### src/rtl/y86_mem_port_arbiter.sv
// y86_mem_port_arbiter: shares the single-ported Y86 memory between fetch (I) and memory stage (D)
module y86_mem_port_arbiter #(
  parameter int MAX_D_STREAK = 4,
  parameter int TIMEOUT_CYC  = 255
) (
  input  logic        clk_i,
  input  logic        rst_n_i,
  input  logic        i_req_i,
  input  logic [31:0] i_addr_i,
  output logic [31:0] i_rdata_o,
  output logic        i_done_o,
  output logic        i_stall_o,
  input  logic        d_req_i,
  input  logic        d_we_i,
  input  logic [31:0] d_addr_i,
  input  logic [31:0] d_wdata_i,
  output logic [31:0] d_rdata_o,
  output logic        d_done_o,
  output logic        d_stall_o,
  output logic        mem_req_o,
  output logic        mem_we_o,
  output logic [31:0] mem_addr_o,
  output logic [31:0] mem_wdata_o,
  input  logic        mem_ack_i,
  input  logic [31:0] mem_rdata_i,
  output logic        timeout_o
);
  localparam int SW = $clog2(MAX_D_STREAK + 1);
  typedef enum logic [1:0] {IDLE, BUSY, RESP} state_t;
  state_t state, state_nxt;
  logic owner_d, grant_d, grant_i, expire;
  logic [SW-1:0] streak;
  logic [7:0] cnt;
  // D wins unless it has starved a pending fetch for MAX_D_STREAK grants
  assign grant_d = d_req_i && (streak < SW'(MAX_D_STREAK) || !i_req_i);
  assign grant_i = i_req_i && !grant_d;
  assign expire = !mem_ack_i && cnt == 8'(TIMEOUT_CYC - 1);
  assign i_stall_o = i_req_i && !i_done_o;
  assign d_stall_o = d_req_i && !d_done_o;
  always_ff @(posedge clk_i or negedge rst_n_i) begin
    if (!rst_n_i) state <= IDLE;
    else state <= state_nxt;
  end
  always_comb begin
    state_nxt = state == IDLE ? (grant_d || grant_i ? BUSY : IDLE) :
                state == BUSY ? (mem_ack_i || expire ? RESP : BUSY) : IDLE;
  end
  always_comb begin
    i_done_o = state == RESP && !owner_d;
    d_done_o = state == RESP && owner_d;
  end
  always_ff @(posedge clk_i or negedge rst_n_i) begin
    if (!rst_n_i) begin
      owner_d     <= 1'b0;
      streak      <= '0;
      cnt         <= '0;
      mem_req_o   <= 1'b0;
      mem_we_o    <= 1'b0;
      mem_addr_o  <= '0;
      mem_wdata_o <= '0;
      i_rdata_o   <= '0;
      d_rdata_o   <= '0;
      timeout_o   <= 1'b0;
    end else if (state == IDLE && (grant_d || grant_i)) begin
      owner_d     <= grant_d;
      cnt         <= '0;
      mem_req_o   <= 1'b1;
      mem_we_o    <= grant_d && d_we_i;
      mem_addr_o  <= grant_d ? d_addr_i : i_addr_i;
      mem_wdata_o <= grant_d ? d_wdata_i : '0;
      streak      <= grant_i ? '0 : i_req_i ? streak + SW'(1) : streak;
    end else if (state == BUSY) begin
      if (mem_ack_i) begin
        mem_req_o <= 1'b0;
        if (!mem_we_o && owner_d) d_rdata_o <= mem_rdata_i;
        if (!mem_we_o && !owner_d) i_rdata_o <= mem_rdata_i;
      end else if (expire) begin
        mem_req_o <= 1'b0;
        timeout_o <= 1'b1;
        if (owner_d) d_rdata_o <= '0;
        else i_rdata_o <= '0;
      end else begin
        cnt <= cnt + 8'd1;
      end
    end
  end
endmodule

### config.mk
export PLATFORM = sky130hd
export DESIGN_NAME = y86_mem_port_arbiter
export DESIGN_NICKNAME = d
export VERILOG_FILES = /design/src/rtl/y86_mem_port_arbiter.sv
export SDC_FILE = /design/constraint.sdc
export NUM_CORES = 1
export LEC_CHECK = 0
export BUFFER_PORTS_ARGS = -buffer_cell sky130_fd_sc_hd__buf_2
export CAP_MARGIN = 0
export CORE_MARGIN = 3
export CORE_UTILIZATION = 47
export DETAILED_ROUTE_END_ITERATION = 6
export HOLD_SLACK_MARGIN = 0.02
export PLACE_DENSITY = 0.89
export SLEW_MARGIN = 20
export SYNTH_ARGS = -nofsm -noshare
export SYNTH_HDL_FRONTEND = slang
export SYNTH_SLANG_ARGS = --single-unit
### constraint.sdc
create_clock -name clk_i -period 1.8 [get_ports clk_i]
set_input_delay 0.18 -clock clk_i [delete_from_list [all_inputs] [get_ports clk_i]]
set_output_delay 0.18 -clock clk_i [all_outputs]
set_load 0.03 [all_outputs]
; ---- Yosys cells after proc, flatten, opt, wreduce, memory -nomap -nowiden
; Index checks and enable logic that the tools add are counted.
[word_totals]
wordCells = 81
reg_bits = 145
output_inout_bits = 135
in_bits = 134
[op_classes]
n_mux = 24
n_eq_ne = 8
addsub = 2
n_lt_le_gt_ge = 1
bitwise = 2
n_reduce_logical = 33
[op_table]
columns = operator, n
row1 = $mux W32, 10
row2 = $mux W8, 4
row3 = $logic_and A1 B1 Y1, 11
row4 = $reduce_and A5 Y1, 2
row5 = $add A8 B1 Y8 const B, 1
row6 = $eq A8 B8 Y1 const B, 1
row7 = $ne A2 B1 Y1 const B, 4
row8 = $reduce_bool A2 Y1, 4
row9 = $logic_not A1 Y1, 7
row10 = $mux W2, 3
row11 = $mux W3, 2
row12 = $mux W1, 5
row13 = $reduce_and A2 Y1, 2
row14 = $reduce_and A4 Y1, 1
row15 = $add A3 B1 Y3 const B, 1
row16 = $logic_or A1 B1 Y1, 3
row17 = $lt A3 B3 Y1 const B, 1
row18 = $reduce_and A3 Y1, 1
row19 = $reduce_bool A3 Y1, 1
row20 = $eq A2 B1 Y1 const B, 1
row21 = $eq A2 B2 Y1 const B, 1
row22 = $logic_not A2 Y1, 1
row23 = $ne A2 B2 Y1 const B, 1
row24 = $not A1 Y1, 2

; ---- Depth between registers and ports, before layout
; Gate-level depths: netlist (run 1).
[depth]
depth_word = 9
mapped_depth = 7
ltp_nobuf = 6

; ---- Worst setup path after synthesis (run 1)
; No wires, ideal clock.
[synth_path]
path_kind = flip-flop to output port
from = register owner_d
to = output d_stall_o
stages_incl_launch_ff = 4
path_buffers = 0
arrival_time_ns = 1.660
path_slack_ns = -0.040
cell_sequence = dfrtp_1 -> inv_1 -> nor3b_1 -> nor2b_1
[synth_via]
elab_chain_len = 3
[synth_lines]
columns = element, line
row1 = start: declaration, 31  ; logic owner_d, grant_d, grant_i, expire;
row2 = start signal: assignment, 65  ; owner_d <= grant_d;
row3 = $logic_and A1 B1 Y1, 50  ; d_done_o = state == RESP && owner_d;
row4 = net d_done_o, 18  ; output logic d_done_o,
row5 = $logic_not A1 Y1, 39  ; assign d_stall_o = d_req_i && !d_done_o;
row6 = $logic_and A1 B1 Y1, 39
row7 = end: declaration, 19  ; output logic d_stall_o,
; The timed path passes the listed nets, and every way through them passes these cells.

; ---- Worst setup path after layout (run 1)
[layout_path]
from = register cnt[1]
to = register cnt[6]
[layout_via]
elab_chain_len = 5
elab_cells_between_ends = 9
[layout_lines]
columns = element, line
row1 = start: declaration, 33  ; logic [7:0] cnt;
row2 = start signal: assignment, 83  ; cnt <= cnt + 8'd1;
row3 = $add A8 B1 Y8, 83
row4 = $mux W8, 77  ; end else if (expire) begin
row5 = $mux W8, 73  ; if (mem_ack_i) begin
row6 = $mux W8, 72  ; end else if (state == BUSY) begin
row7 = $mux W8, 64  ; end else if (state == IDLE && (grant_d || grant_i)) begin
; Parallel ways exist; a longest one is shown, timed or not. The select of a mux whose other input is x is not followed.
; A chain may end at the register's enable or synchronous reset.

==> impl_results.md, run 1 <==
- Ant diodes: 0
- CP Class: register to register
- DRC viols: 0
- Setup violators final: 0
- Syn avg cell area: 13.3 um^2
- Pwr/cell area: 2010 nW/um^2
- Die X: roughly 120 um
- Largest stage delay, worst path: 0.42 ns
- Setup crit end kind: register
- DRT iter0 DRCs: 329
- PortBufs: 268
- Clock Power Share: 0.205
- P_leak: ~4.3 nW
- Cells after Synth: 446
- Inserted Clock Buffers: 17
- Die Y: 118 um
- Max VDD drop: 1.30 mV
- First-pass GRT wire length: approximately 27000 um
- Worst Tran Pin Value: 0.405 ns
- Final hold viol count: 0
- Share of layout cells above drive strength 1: 0.434
- GP Congestion: 0.790
- Cell with the largest stage delay on the worst path: dfrtp_1
- Clock Latency Late Sink: roughly 0.4 ns
- Crit path max fanout: 13
- Core area: 12200 um^2
- Fin Hold WS: ~0.035 ns
- GRT Residual Overflow: 0
- Yosys reg bits: 145
- Detailed Place HPWL: ~11000 um
- RSZ-0062 raised after global routing: false
- Outcome: completed
- DR vias/cell: 5.60
- Sequential area share after synthesis: 0.610
- Sw Pwr: 7.40 mW
- Vias in the first global route: 5428
- Metal-1 WL: 6280 um
- Worst EP arrival: between 1.5 and 2 ns
- Total track usage: 0.241
- Synthesized area: about 5900 um^2
- Top sig layer: met4
- Area grow syn2layout: 40.9%
- Multi-input combinational cell area: 2020 um^2
- Switching share of power: 0.439
- Clk buf depth: 2
- Initial Util: 0.487
- Die area: 14000 um^2
- Met2 wire length: 8930 um
- Clock Skew: 0.0115 ns
- Share of the synthesized area in the top cell type: 0.610
- Hold WC Path Type: input port to register
- Met3 wire len: 1250 um
- Seq pwr share: 0.333
- Startpoint Class: register
- Final TNS setup: 0 ns
- DR vias: 5169
- Clock Pin Slew Worst Setup and Hold Paths: 0.06 ns
- Final min period: 1.67 ns
- Routed Antenna Nets: 0
- Fin nets: between 800 and 900
- Placement Setup Slack: 0.140 ns
- Distinct cells, synth: 41
- Final worst-path cycle share: 0.929
- Int Pwr: 9.47 mW
- Yosys warning total: 0
- Comb power frac: 0.462
- Critical-path cell list: ha_1 -> nand4_4 -> o21ai_2 -> buf_4 -> o311ai_1 -> o41ai_2
- Routed length per instance: 18.3 um
- Syn_nets: 583
- Largest net degree at the start of global routing: 65
- Largest area contributor in the netlist: dfrtp_1
- Largest cells by area after synthesis: dfrtp_1, a32o_1, mux2i_1
- Relative slew slack: 0.730
- Reg area: about 3600 um^2
- WP data required: between 2 and 2.5 ns
- Slew Viols, Final: 0
- Drt first pass iters: 6
- FP Rows: 40
- Fillcell total: 867
- Clock Root Buffer: clkbuf_16
- Io pins: 269
- # H-tree levels: 4
- Initial antenna violation count: 0
- CTS Sinks: about 150
- WL final: 16900 um
- Fmax achieved: 598 MHz
- Power Total: ~17 mW
- Setup ws final: 0.128 ns
- Maxcap violations: 0
- CTS tree: built
==> critical path, delay by kind of cell, from the launching register on <==
family	cells	cell delay (ns)
simple gates	1	0.13
flops	1	0.42
fa+ha+maj	1	0.23
buf+inv	1	0.18
compound gates	3	0.58
==> per-stage QoR <==
step	instance area, um^2	utilization	std cells
detailed placement	7450	0.610	859
CTS	8380	0.686	923
global placement	7450	0.610	859
global route	8380	0.686	923
floorplan	5950	-	446
finish	8380	0.686	923
==> layout make-up <==
type,instances,area share
clock buffers,22,0.0578
clock inverters,8,0.0124
inverters,5,0.00224
multi-input cells,257,0.241
flip-flops and latches,145,0.433
well taps,168,0.0251
repair buffers,318,0.229
==> layer usage <==
layer  global-route usage  vias to the layer above
li1                     -                     2310
met1                0.267                     2535
met2                0.435                      290
met3               0.0608                       34
met4                0.109                        0
met5                    0                        -
==> power groups by stage <==
stage	clock network [mW]	logic (mW)	registers, mW
3_3_place_gp	0	7.49	5.53
5_1_grt	3.67	8.25	5.78
2_1_floorplan	0	2.60	8.30
3_5_place_dp	0	7.74	5.58
6_report	3.46	7.80	5.61
4_1_cts	3.53	7.79	5.57
==> cells by family after synthesis <==
kind of cell / Yosys count / share of synthesized area
buffers and inverters: 44 / 0.0545
xor gates and xnor gates: 1 / 0.00147
DFF: 145 / 0.610
adders and majority gates: 3 / 0.00631
and+or+nand+nor: 69 / 0.0612
AOI/OAI and AO/OA: 152 / 0.213
muxes: 32 / 0.0538
==> synth_stat cells, drive strengths merged <==
| library cell | count |
|---|---|
| and4 | 1 |
| inv | 5 |
| o211ai | 3 |
| nor2b | 2 |
| and2b | 1 |
| o31ai | 2 |
| xor2 | 1 |
| dfrtp | 145 |
| clkbuf | 3 |
| a22o | 33 |
| a21o | 3 |
| buf | 36 |
| a21boi | 1 |
| nor2 | 6 |
| ha | 3 |
| nand2b | 1 |
| or2 | 1 |
| mux2i | 32 |
| a21oi | 1 |
| and3 | 2 |
| nand2 | 42 |
| o311ai | 3 |
| nand4 | 2 |
| a32o | 64 |
| nor3 | 2 |
| o41ai | 2 |
| o21ai | 40 |
| nor3b | 3 |
| nand3 | 6 |
==> cell usage in the layout (no fill, tap or decap), types with 3 or more instances in the layout <==
master | synthesis | final
clkbuf_16 | 0 | 17
ha_1 | 3 | 3
o21ai_1 | 36 | 36
mux2i_1 | 32 | 32
dlygate4sd3_1 | 0 | 34
a32o_1 | 64 | 64
dfrtp_1 | 145 | 145
buf_4 | 4 | 7
o311ai_1 | 3 | 3
inv_1 | 5 | 5
a21o_1 | 3 | 3
o211ai_1 | 3 | 3
nand3_1 | 6 | 6
buf_12 | 0 | 9
o21ai_2 | 3 | 3
nand2_1 | 41 | 41
clkbuf_8 | 0 | 4
nor2_1 | 4 | 4
buf_2 | 16 | 267
a22o_1 | 33 | 33
==> repair_timing <==
item	CTS	global route
endpoints found under the hold margin	73	0
hold buffers	34	0
gates resized for setup	0	0
setup buffers	0	0
==> sequential cells by signal, summed over array words and instances, names as in the netlist <==
register,flops
i_rdata_o,32
owner_d,1
cnt,8
mem_we_o,1
mem_req_o,1
mem_wdata_o,32
mem_addr_o,32
timeout_o,1
streak,3
d_rdata_o,32
state,2
==> final timing paths <==
kind	from	to	slack, ns	cells past startpoint
setup / recovery	cnt[1]	cnt[6]	0.13	6
hold / removal	mem_rdata_i[25]	i_rdata_o[25]	0.03	2
setup reg to reg	cnt[1]	cnt[6]	0.13	6
hold reg to reg	timeout_o	timeout_o	0.48	1
max in group asynchronous	rst_n_i	mem_addr_o[29]	0.91	3
min in group asynchronous	rst_n_i	d_rdata_o[25]	0.27	2
No activity file was read; power rests on OpenSTA's default activity.
==> run 2: changes to the inputs <==
==> constraint.sdc (replaced) <==
create_clock -name clk_i -period 1.8 [get_ports clk_i]
set_input_delay 0.45 -clock clk_i [delete_from_list [all_inputs] [get_ports clk_i]]
set_output_delay 0.45 -clock clk_i [all_outputs]
set_load 0.03 [all_outputs]
==> run 2 against run 1 <==
  * Via count down 4.8%
  * Clock skew fell by 0.0051 ns
  * Cell count shrank 2.9%
  * Global-route usage is 1.5 points lower
  * Largest power group unchanged
==> impl_results.md, run 2 (synthesis gave the netlist of run 1 again) <==
- Commonest cells after routing, fill and taps aside: buf_2, dfrtp_1, a32o_1
- Total track usage: 0.226
- Min-Delay Startpoint: d_wdata_i[1]
- Die area: 14000 um^2
- Ant diodes: 0
- DRT iter0 DRCs: 313
- Area grow syn2layout: 35.8%
- Worst Hold Path EP: mem_wdata_o[1]
- Int Pwr: 9.34 mW
- Final instance area: approximately 8000 um^2
- Clock Pin Slew Worst Setup and Hold Paths: 0.06 ns
- Placed cell areas: 7450 um^2
- Worst Tran Pin Value: 0.412 ns
- Routed length per instance: 17.8 um
- Setup violators final: 0
- DR vias: a little under 5000
- WP data required: about 1.4 ns
- Initial Util: 0.487
- Hold WC Path Type: input port to register
- Clk buf depth: 2
- Max VDD drop: 1.37 mV
- Inserted Clock Buffers: 17
- Core area: 12200 um^2
- GP Congestion: between 0.7 and 0.8
- Reg area: about 3600 um^2
- Final min period: approximately 1.8 ns
- Worst EP arrival: 1.31 ns
- Comb power frac: 0.466
- Clock Latency Late Sink: 0.41 ns
- P_leak: 4.19 nW
- CTS Sinks: 145
- Fin nets: 852
- Share of layout cells above drive strength 1: 0.462
- Final hold viol count: 0
- Pwr/cell area: 2060 nW/um^2
- Worst Reg-to-Reg Cells: 5
- Routed Antenna Nets: 0
- Largest stage delay, worst path: about 0.43 ns
- Fin Hold WS: 0.255 ns
- Sw Pwr: 7.31 mW
- Initial antenna violation count: 1
- Die X: around 120 um
- Maxcap violations: 0
- Crit path max fanout: 3
- Final worst-path cycle share: 0.979
- Fillcell total: 890
- GRT Residual Overflow: 0
- Multi-input combinational cell area: 2020 um^2
- Critical-path cell list: nor3b_2 -> nor2b_1 -> buf_4
- Placement Setup Slack: around 0.14 ns
- Fmax achieved: roughly 570 MHz
- Setup crit end kind: output pin
- Slew Viols, Final: 0
- Switching share of power: 0.439
- Setup ws final: 0.0382 ns
- Drt first pass iters: 5
- R2R Path End: mem_wdata_o[13]
- Clock Skew: roughly 0.0064 ns
- Seq pwr share: 0.335
- Commonest non-fill, non-tap cell in the layout: buf_2
- Vias in the first global route: 5191
- Io pins: 269
- Clock Power Share: 0.199
- R2R setup slack: roughly 0.11 ns
- Final TNS setup: 0 ns
- First-pass GRT wire length: 25400 um
- Power Total: around 17 mW
- Detailed Place HPWL: 11600 um
- DRC viols: 0
- FP Rows: 40
- Clock Root Buffer: clkbuf_16
- CP Class: register to output pin
- CTS tree: built
- Outcome: completed
- DR vias/cell: 5.49
- WL final: 15900 um
- PortBufs: 268
- Worst Hold Depth: 2
- Largest net degree at the start of global routing: 73
- Relative slew slack: 0.724
- Die Y: 118 um
- Reg2reg start: state[0]
- Cell with the largest stage delay on the worst path: dfrtp_2
- Startpoint Class: register
- # H-tree levels: 4
## run 2: cell type report
type                       count  area share
sequential                   145       0.449
multi-input combinational    257       0.250
timing repair buffer         289       0.201
clock buffer                  24      0.0609
tap                          168      0.0260
clock inverter                 8     0.00976
inverter                       5     0.00263
## run 2: what timing repair did
item                       in CTS  in global routing
gates cloned                    0                  0
setup buffers                   3                  2
pin swaps                       1                  0
hold endpoints to repair       22                  0
gates resized for setup         4                  3
setup endpoints to repair       2                  3
hold buffers                    1                  0
## run 2: per-layer routing
metal / GRT usage / share of wire / vias to the layer above
li1: - / - / 2244
met1: 0.257 / 0.38 / 2410
met2: 0.399 / 0.52 / 234
met3: 0.0627 / 0.076 / 31
met4: 0.0970 / 0.024 / 2
met5: 0 / 0.00069 / -
## run 2: metrics by stage
step                       util  std cells
after floorplan               -        446
after global placement    0.610        858
after detailed placement  0.610        858
after CTS                 0.660        894
after global routing      0.662        896
final                     0.662        896
## run 2: worst max-delay path by stage
stage,endpoint,slack (ns),from
2_1_floorplan,d_stall_o,0.05,owner_d
3_3_place_gp,cnt[6],0.18,mem_ack_i
3_5_place_dp,i_rdata_o[29],0.14,cnt[1]
4_1_cts,d_stall_o,0.01,owner_d
5_1_grt,i_stall_o,-0.006,state[0]
6_report,d_stall_o,0.04,state[0]
## run 2: critical path: cells and delay by family (launching register included)
family        cells  cell delay (ns)
flops             1             0.43
simple gates      2             0.30
buf+inv           1             0.17
## run 2: power groups by stage
stage | Sequential (mW) | Clock, mW | Combinational (mW)
6_report | 5.58 | 3.32 | 7.75
5_1_grt | 5.74 | 3.55 | 8.24
4_1_cts | 5.57 | 3.38 | 7.78
3_5_place_dp | 5.60 | 0 | 7.70
3_3_place_gp | 5.53 | 0 | 7.46
2_1_floorplan | 8.30 | 0 | 2.60
==> run 3: changes to the inputs <==
- CORE_ASPECT_RATIO: default -> 1.5
==> run 3 against run 2 <==
  * Register-to-register slack better by 0.03 ns
  * Power is 1.9% higher
  * Maximum frequency is 0.87% lower
  * First-iteration DRC count is 50% lower
  * Worst setup slack worse by 0.015 ns
  * Sequential cell count stayed put
  * Combinational power hardly changed
  * Largest cell class unchanged
==> impl_results.md, run 3 (synthesis gave the netlist of run 1 again) <==
- Initial Util: 0.488
- Crit path max fanout: 3
- Io pins: approximately 270
- Reg2reg start: cnt[0]
- Max VDD drop: 1.49 mV
- Outcome: completed
- # H-tree levels: 4
- Die area: 14100 um^2
- WP data required: 1.35 ns
- Startpoint Class: register
- Final hold viol count: 0
- Worst Reg-to-Reg Cells: 7
- DR vias: 4922
- CP Class: register to output pin
- Fmax achieved: 563 MHz
- Area grow syn2layout: 36.2%
- Setup crit end kind: output pin
- Drt first pass iters: 6
- Worst Hold Depth: 2
- R2R Path End: d_rdata_o[30]
- Clock Skew: about 0.0072 ns
- Top Usage Layer GRT: met2
- Clock Latency Late Sink: 0.41 ns
- RSZ-0062 raised after global routing: true
- Met1 GRT Util: 0.254
- Die X: roughly 98 um
- GP Congestion: 0.818
- Initial antenna violation count: 0
- Min-Delay Startpoint: d_wdata_i[22]
- P_leak: roughly 4.2 nW
- Critical-path cell list: nor3b_4 -> nor2b_1 -> buf_2
- CTS tree: built
- FP Rows: 49
- PortBufs: 268
- Vias in the first global route: slightly above 5000
- CTS Sinks: 145
- Fin Hold WS: about 0.26 ns
- Crit path max-delay family: flip-flops
- Core area: 12200 um^2
- Total track usage: 0.226
- GRT Residual Overflow: 0
- DRC viols: 0
- Hold WC Path Type: input port to register
- Ant diodes: 0
- DR vias/cell: 5.59
- Worst EP arrival: 1.33 ns
- Routed Antenna Nets: 0
- Clock Root Buffer: clkbuf_16
- Routing usage on met2: 0.412
- Clk buf depth: 2
- Largest net degree at the start of global routing: 62
- Largest stage delay, worst path: 0.45 ns
- Fin nets: ~850
- Slew Viols, Final: 0
- Setup violators final: 0
- Routed length per instance: about 18 um
- R2R setup slack: 0.14 ns
- Final TNS setup: 0 ns
- Commonest cells after routing, fill and taps aside: buf_2, dfrtp_1, a32o_1
- Setup ws final: 0.0227 ns
- Finished Core Util: 0.664
- Die Y: 144 um
- Inserted Clock Buffers: 17
- Final min period: about 1.8 ns
- Final worst-path cycle share: 0.987
- Worst Tran Pin Value: 0.384 ns
- GRT met3 Usage: 0.0549
- Maxcap violations: 0
- Fillcell total: just under 900
- Share of layout cells above drive strength 1: 0.466
- Clock Pin Slew Worst Setup and Hold Paths: 0.06 ns
- Pwr/cell area: 2090 nW/um^2
- Cell with the largest stage delay on the worst path: dfrtp_2
- First-pass GRT wire length: 25500 um
- Worst Hold Path EP: mem_wdata_o[22]
- DRT iter0 DRCs: 156
- WL final: between 15000 and 20000 um
- Commonest non-fill, non-tap cell in the layout: buf_2
- Relative slew slack: 0.744
- CP bufs+invs: 1
- Power Total: 17.0 mW
- Detailed Place HPWL: ~12000 um
- Placement Setup Slack: 0.150 ns
## run 3: layer usage
metal / share of wire / wire [um] / vias to the layer above
li1: - / - / 2252
met1: 0.37 / 5910 / 2402
met2: 0.54 / 8570 / 246
met3: 0.079 / 1260 / 22
met4: 0.016 / 250 / 0
met5: 0 / 0 / -
## run 3: final cells by class
cell class | instances | area (um^2) | area share
Inverter | 5 | 21.3 | 0.00263
Timing Repair Buffer | 288 | 1620 | 0.200
Clock inverter | 14 | 165 | 0.0204
Multi-Input combinational cell | 257 | 2030 | 0.251
Sequential cell | 145 | 3630 | 0.448
Tap cell | 153 | 191 | 0.0236
Clock buffer | 18 | 439 | 0.0542
## run 3: worst reg2reg max path: stages (launching register included)
cell,delay (ns)
dfrtp_1,0.38
inv_1,0.06
ha_1,0.19
nand4_4,0.15
nor3_4,0.24
o21ai_2,0.10
buf_12,0.18
a32o_1,0.24
## run 3: how the worst max path moves through the flow
| stage | start | slack [ns] | cells after the start | to |
|---|---|---|---|---|
| 2_1_floorplan | owner_d | 0.05 | 3 | d_stall_o |
| 3_3_place_gp | i_req_i | 0.18 | 5 | mem_wdata_o[15] |
| 3_5_place_dp | cnt[0] | 0.15 | 7 | d_rdata_o[1] |
| 4_1_cts | state[0] | 0.01 | 3 | i_stall_o |
| 5_1_grt | owner_d | -0.04 | 4 | d_stall_o |
| 6_report | state[0] | 0.02 | 3 | i_stall_o |
## run 3: per-stage QoR
step / cells / cell area (um^2)
CTS: 880 / 8080
global route: 880 / 8100
floorplan: 446 / 5960
detailed placement: 845 / 7450
global placement: 845 / 7450
finish: 880 / 8100
## run 3: power breakdown
| part | switching (mW) | leakage, nW | internal (mW) |
|---|---|---|---|
| Sequential | 0.880 | 1.84 | 4.73 |
| Clock | 1.45 | 0.297 | 2.13 |
| Combinational | 5.19 | 2.08 | 2.58 |
| Total | 7.52 | 4.22 | 9.44 |
## run 3: what timing repair did
| item | CTS | global route |
|---|---|---|
| endpoints found under the hold margin | 36 | 0 |
| buffers inserted | 2 | 0 |
| resized for setup | 4 | 6 |
| hold buffers | 1 | 0 |
| setup endpoints to repair | 4 | 4 |
| pin swaps | 1 | 0 |
